`src/rtl/eth_tx_arbiter.sv`:
```
// Round-robin packet arbiter in front of a shared eth_framer.
// Holds header fields per frame, gates framer output, inserts an IFG.
module eth_tx_arbiter #(
  parameter int NUM_SRC    = 2,
  parameter int IFG_OCTETS = 12
) (
  input  logic                    clk,
  input  logic                    aresetn,
  input  logic [NUM_SRC-1:0]      src_axis_tvalid,
  output logic [NUM_SRC-1:0]      src_axis_tready,
  input  logic [NUM_SRC-1:0]      src_axis_tlast,
  input  logic [NUM_SRC*8-1:0]    src_axis_tdata,
  input  logic [NUM_SRC*48-1:0]   src_dst_mac,
  input  logic [NUM_SRC*16-1:0]   src_ethertype,
  output logic [47:0]             dst_mac,
  output logic [15:0]             ethertype,
  input  logic                    payload_axis_tready,
  output logic                    payload_axis_tvalid,
  output logic                    payload_axis_tlast,
  output logic [7:0]              payload_axis_tdata,
  output logic                    frm_axis_tready,
  input  logic                    frm_axis_tvalid,
  input  logic                    frm_axis_tlast,
  input  logic [7:0]              frm_axis_tdata,
  input  logic                    out_axis_tready,
  output logic                    out_axis_tvalid,
  output logic                    out_axis_tlast,
  output logic [7:0]              out_axis_tdata,
  output logic [$clog2(NUM_SRC)-1:0] grant,
  output logic                    busy
);

  localparam int GW = $clog2(NUM_SRC);
  localparam int CW = (IFG_OCTETS > 1) ? $clog2(IFG_OCTETS + 1) : 1;

  typedef enum logic [1:0] {
    IDLE,
    FRAME,
    DRAIN,
    GAP
  } state_e;

  state_e        state_q;
  logic [GW-1:0] ptr_q;
  logic [GW-1:0] grant_q;
  logic [47:0]   mac_q;
  logic [15:0]   et_q;
  logic          pl_done_q;
  logic [CW-1:0] cnt_q;

  logic [GW-1:0] pick_d;
  logic          found;
  logic          in_frame;
  logic          active;
  logic          pl_last_hs;
  logic          out_last_hs;
  logic          frame_end;

  // First requester strictly after the last winner, wrapping.
  always_comb begin
    pick_d = '0;
    found  = 1'b0;
    for (int k = 1; k <= NUM_SRC; k++) begin
      if (!found && src_axis_tvalid[(int'(ptr_q) + k) % NUM_SRC]) begin
        found  = 1'b1;
        pick_d = GW'((int'(ptr_q) + k) % NUM_SRC);
      end
    end
  end

  assign in_frame = (state_q == FRAME);
  assign active   = (state_q == FRAME) || (state_q == DRAIN);

  assign payload_axis_tvalid = in_frame & src_axis_tvalid[grant_q];
  assign payload_axis_tlast  = src_axis_tlast[grant_q];
  assign payload_axis_tdata  = src_axis_tdata[{grant_q, 3'b000} +: 8];

  always_comb begin
    src_axis_tready = '0;
    if (in_frame)
      src_axis_tready[grant_q] = payload_axis_tready;
  end

  assign out_axis_tvalid = active & frm_axis_tvalid;
  assign out_axis_tlast  = frm_axis_tlast;
  assign out_axis_tdata  = frm_axis_tdata;
  assign frm_axis_tready = active & out_axis_tready;

  assign pl_last_hs  = payload_axis_tvalid & payload_axis_tready
                     & payload_axis_tlast;
  assign out_last_hs = out_axis_tvalid & out_axis_tready & frm_axis_tlast;
  // An output tlast only closes the frame once the payload has ended.
  assign frame_end   = out_last_hs & (pl_done_q | pl_last_hs);

  always_ff @(posedge clk or negedge aresetn) begin
    if (!aresetn) begin
      state_q   <= IDLE;
      ptr_q     <= GW'(NUM_SRC - 1);
      grant_q   <= '0;
      mac_q     <= '0;
      et_q      <= '0;
      pl_done_q <= 1'b0;
      cnt_q     <= '0;
    end else begin
      unique case (state_q)
        IDLE: begin
          if (found) begin
            grant_q <= pick_d;
            ptr_q   <= pick_d;
            mac_q   <= src_dst_mac[int'(pick_d)*48 +: 48];
            et_q    <= src_ethertype[int'(pick_d)*16 +: 16];
            state_q <= FRAME;
          end
        end
        FRAME, DRAIN: begin
          if (frame_end) begin
            pl_done_q <= 1'b0;
            cnt_q     <= CW'(IFG_OCTETS);
            state_q   <= (IFG_OCTETS == 0) ? IDLE : GAP;
          end else if (pl_last_hs) begin
            pl_done_q <= 1'b1;
            state_q   <= DRAIN;
          end
        end
        GAP: begin
          if (cnt_q <= CW'(1)) begin
            cnt_q   <= '0;
            state_q <= IDLE;
          end else begin
            cnt_q <= cnt_q - CW'(1);
          end
        end
        default: state_q <= IDLE;
      endcase
    end
  end

  assign grant     = grant_q;
  assign dst_mac   = mac_q;
  assign ethertype = et_q;
  assign busy      = (state_q != IDLE);

endmodule

```
`config.mk`:
```
export PLATFORM = sky130hd
export DESIGN_NAME = eth_tx_arbiter
export DESIGN_NICKNAME = d
export VERILOG_FILES = /design/src/rtl/eth_tx_arbiter.sv
export SDC_FILE = /design/constraint.sdc
export NUM_CORES = 1
export LEC_CHECK = 0
export CAP_MARGIN = 0
export CORE_ASPECT_RATIO = 2
export CORE_MARGIN = 2
export CORE_UTILIZATION = 39
export DETAILED_ROUTE_END_ITERATION = 6
export GPL_TIMING_DRIVEN = 0
export PLACE_DENSITY = 0.84
export SLEW_MARGIN = 20
export SYNTH_ARGS = -nofsm -noshare
export SYNTH_HDL_FRONTEND = slang
export SYNTH_SLANG_ARGS = --single-unit
```
`constraint.sdc`:
```
create_clock -name clk -period 2.8 [get_ports clk]
set_clock_uncertainty 0.1 [all_clocks]
set_input_delay 0.56 -clock clk [delete_from_list [all_inputs] [get_ports clk]]
set_output_delay 0.56 -clock clk [all_outputs]
set_load 0.01 [all_outputs]
```
After elaboration in Yosys (flattened, before gate mapping) --
Cells that the tools add are included.
Word-level totals: register bits after elaboration 73, latch bits 0, memory bits (writable) 0, ROM bits 0, input bits 162, output and inout bits 89, word-level logic and storage cells 78, memories kept 0
Operators by class: $add $sub $neg 3, multipliers 1, div/mod/pow operators 0, order comparisons 5, eq/ne operators 7, shifts and indexed selects 3, muxes and demuxes 27, bitwise gates (word level) 12, reductions and logical operators 13
Operator list (number):
- 96-bit by 8-bit indexed part select with 48-bit output | 1
- 32-bit by 6-bit indexed part select with 16-bit output | 1
- 1-bit 2-to-1 mux | 17
- 16-bit by 5-bit indexed part select with 8-bit output | 1
- 2-bit 2-to-1 mux | 5
- 1-bit AND | 8
- 4-bit 2-to-1 mux | 2
- 4-bit one-hot mux with 2 select lines | 1
- 2-bit by 3-bit less-than comparator with 1-bit output (second input constant) | 2
- 2-bit != test (second input constant) | 3
- 2-bit one-hot mux with 3 select lines | 1
- 2-bit AND reduction | 3
- 2-bit nonzero test | 3
- 2-bit == test (second input constant) | 2
- 4-bit by 1-bit <= comparator with 1-bit output (second input constant) | 1
- 4-bit by 1-bit subtractor with 4-bit output (second input constant) | 1
- 1-bit by 2-bit multiplier with 3-bit output (second input constant) | 1
- 3-bit != test (second input constant) | 1
- 3-bit AND reduction | 1
- 1-bit adder (second input constant) | 2
- 1-bit AND (first input constant) | 2
- 2-bit AND | 1
- 2-bit by 1-bit == test with 1-bit output (second input constant) | 1
- 1-bit logical AND | 2
- other kinds (8) | 8

Logic depth before layout (Yosys ltp) --
depth after elaboration 11, depth in mapped cells 8, gate-level depth less buffers 6

Worst setup path before layout --
No wires, ideal clock.
path kind register to output, start point register grant_q, in the netlist grant, end point output port payload_axis_tdata[1], arrival time 1252 ps, data required time 2140 ps, setup slack 888 ps, cell stages (with the launch flop) 4, buffers on the path 2, path through dfrtp_1 > buf_2 > clkbuf_1 > mux2_2
Between the ends: word-level cells in the longest chain between the ends 1
Ends and longest elaborated chain:
- start, declared | RTL line 45 | logic [GW-1:0] grant_q;
- start signal, assigned | RTL line 108 | grant_q <= pick_d;
- 16-bit by 5-bit indexed part select with 8-bit output | RTL line 76 | assign payload_axis_tdata = src_axis_tdata[{grant_q, 3'b000} +: 8];
- end, declared | RTL line 20 | output logic [7:0] payload_axis_tdata,
No other way between the ends.

Worst setup path in the final report --
start point input port src_axis_tvalid[0], end point output port payload_axis_tvalid
Between the ends: word-level cells in the longest chain between the ends 3
Ends and longest elaborated chain:
- start, declared | RTL line 9 | input logic [NUM_SRC-1:0] src_axis_tvalid,
- 1-bit 2-to-1 mux (not written as such) (2 in a row) | RTL line 74 | assign payload_axis_tvalid = in_frame & src_axis_tvalid[grant_q];
- 1-bit AND | RTL line 74
- end, declared | RTL line 18 | output logic payload_axis_tvalid,
No other way between the ends. The select of a mux whose other input is x is not followed.

==> results by group <==
Setup path
  – Req. time, crit path: 2.14 ns
  – Arrival time at the worst endpoint: 2.06 ns
  – Register-to-register setup slack: 0.77 ns
  – Crit Path Category: in -> out
  – Worst setup SP type: input port
  – Crit path max fanout: 6
  – CP endpoint kind: output pin

STA
  – Final period util: 97.0%
  – Worst Max-Slew Pin Slew: 0.534 ns
  – RSZ-0062 raised after global routing: false
  – Worst rel slew slack: 64.1%
  – Final WS setup: 0.0845 ns
  – Final setup violation count: 0
  – Tmin final: 2.72 ns
  – Max-slew violations: 0
  – Fmax: 368 MHz
  – Fin. Hold Viols: 0

Synth
  – Share of synthesized flip-flops with an asynchronous set or reset: 100%
  – Seq/Total Area, Yosys: 48.8%
  – Post-synth EDFFs: 0
  – Synth unique cells: 35
  – Avg Inst Size Synth: 10.4 sq um
  – Post-Synthesis Cells: 361
  – Post-synth top flop: dfrtp_1
  – Yosys warning count: 0
  – Synth Cell Area: 3750 sq um
  – Net Count, Synth: 528
  – Register bit total from synthesis: 73

Cells and area
  – Post-layout util: 70.5%
  – FF+latch area: 1830 sq um
  – Commonest non-fill, non-tap cells in the layout: 241 x clkdlybuf4s50_1, 72 x dfrtp_1, 67 x nand2_1
  – Filler cells: 738
  – Layout Cells excl Fill: 724
  – Diode count: 0
  – Fin nets: 782
  – Area Overhead vs Synth: 76.6%
  – Ratio of cells with drive above 1 in the final layout: 8.87%
  – Footprint of the multi-input gates: 1690 sq um
  – Commonest non-fill, non-tap cell in the layout: clkdlybuf4s50_1

Global route
  – Grt total ovfl: 0
  – Largest net degree at the start of global routing: 58
  – Initial antenna violation count: 0
  – Gr usage total: 23.4%
  – First-pass GRT wire length: 18700 microns
  – Number of global-route vias before repair: 3888

Die
  – Die span in y: 143 microns
  – Die area: 10500 sq um
  – Core box area: 9380 sq um
  – Starting Density: 39.9%
  – Std-Cell Rows: 50
  – Io pins: 251
  – Die X: 73.3 microns

Place
  – Placer's final routability congestion estimate: 0.876
  – Pre-CTS WS: 0.119 ns
  – Hpwl dp: 10300 microns
  – Placed cells: 708
  – I/O Buffers: 242

Clocking
  – Clock buffer depth: 2
  – Htree depth: 3
  – CTS root buffer: clkbuf_16
  – Total CTS buffers: 9
  – Clock-pin slew on the worst setup and hold paths: 0.06 ns
  – TritonCTS Sinks: 73
  – CTS tree: yes
  – Post-CTS setup repair buffer count: 0
  – Hold_buf cts: 0
  – Clock Latency Late Sink: 0.33 ns

Routing
  – Vias/cell: 5.14
  – DRT iter0 DRCs: 142
  – Drt wl/cell: 17.3 microns
  – First-pass DRT Iterations: 4
  – DRC errors left: 0
  – DRT antenna net count: 0
  – Vias after detailed routing: 3720
  – Final WL: 12600 microns

Pwr
  – Sequential Power Share: 30.0%
  – Worst vdd ir: 585 uV
  – Cell Int Power: 4010 uW
  – Leakage: 0.00288 uW
  – Power per Cell Area: 941 nW/um^2
  – Sw Share: 35.6%
  – Combinational fraction of design power: 51.9%
  – Sw Pwr: 2210 uW
  – Clock share of power: 18.1%

Job
  – Max Cap Viol: 0

Hold path
  – HP Class: in -> async

Outcome
  – Status: complete, no violations
==> repair_timing <==
item / in CTS / in global routing
hold endpoints to repair: 0 / 0
endpoints found under the setup margin: 7 / 0
gates resized for setup: 1 / 0
==> path summary, 6_finish.rpt <==
check	start	endpoint	cells past startpoint
min in group clk	dst_mac[44]	dst_mac[44]	2
worst max-delay path	src_axis_tvalid[0]	payload_axis_tvalid	4
worst min-delay path	aresetn	dst_mac[35]	1
worst max register to register	state_q[0]	cnt_q[0]	6
max in group asynchronous	aresetn	ptr_q	2
worst min register to register	dst_mac[44]	dst_mac[44]	2
==> flip-flops by register name (all words and copies together) (netlist names) <==
register / flops
state_q: 2
grant: 1
pl_done_q: 1
ptr_q: 1
ethertype: 16
dst_mac: 48
cnt_q: 4
==> critical path, cell delays in order <==
cell and delay (ns):
clkdlybuf4s50_1 0.66, mux2i_1 0.14, nor2b_1 0.14, clkdlybuf4s50_1 0.56
==> power groups by stage <==
| stage | Sequential (uW) | Clock [uW] | Combinational [uW] |
|---|---|---|---|
| finish | 1870 | 1130 | 3230 |
| global route | 1920 | 1210 | 3500 |
| CTS | 1870 | 1150 | 3270 |
| detailed placement | 1890 | 0 | 3250 |
| global placement | 1850 | 0 | 3150 |
| floorplan | 2070 | 0 | 1300 |
==> layer usage <==
layer / vias to the layer above / track usage, % / part of all wire (%)
li1: 1752 / - / -
met1: 1768 / 23.6 / 34
met2: 172 / 44.5 / 57
met3: 28 / 5.52 / 6.4
met4: 0 / 8.80 / 2.5
met5: - / 0 / 0
==> synth_stat cells (6+ instances only) <==
cell      count  area share, %
buf_4        12            2.4
clkbuf_1     10            1.0
dfrtp_1      72             48
inv_1         6           0.60
mux2_2        9            2.7
mux2i_1      66             18
nand2_1      67            6.7
nor2_1        6           0.60
o21ai_0      17            2.3
o21ai_1      50            6.7
==> cell type report <==
class	instances	area share (%)
Clock buffer	13	3.78
Sequential cell	73	27.6
Multi-Input combinational cell	250	25.5
Timing Repair Buffer	243	37.0
Clock inverter	3	0.605
Buffer	32	3.18
Tap cell	104	1.97
Inverter	6	0.340
==> cells by family (layout without fill, tap and decap cells) <==
logic type | count (synthesis) | in the layout | share of synthesized area (%)
buf+inv | 38 | 297 | 6.18
simple gates | 85 | 85 | 9.85
mux | 77 | 77 | 21.1
compound gates | 83 | 83 | 12.4
flops | 73 | 73 | 48.8
fa+ha+maj | 5 | 5 | 1.67
==> per-stage QoR <==
stage | cell area, sq um | power (uW) | hold slack (ns) | setup TNS (ns)
global route | 6620 | 6630 | 0.00113 | 0
CTS | 6620 | 6290 | 0.00264 | 0
finish | 6620 | 6220 | 0.00524 | 0
floorplan | 3750 | 3370 | 0.164 | 0
detailed placement | 6320 | 5140 | 0.357 | 0
global placement | 6300 | 4990 | 0.366 | -100.36
Note: power is estimated with default switching activity, not from simulation.
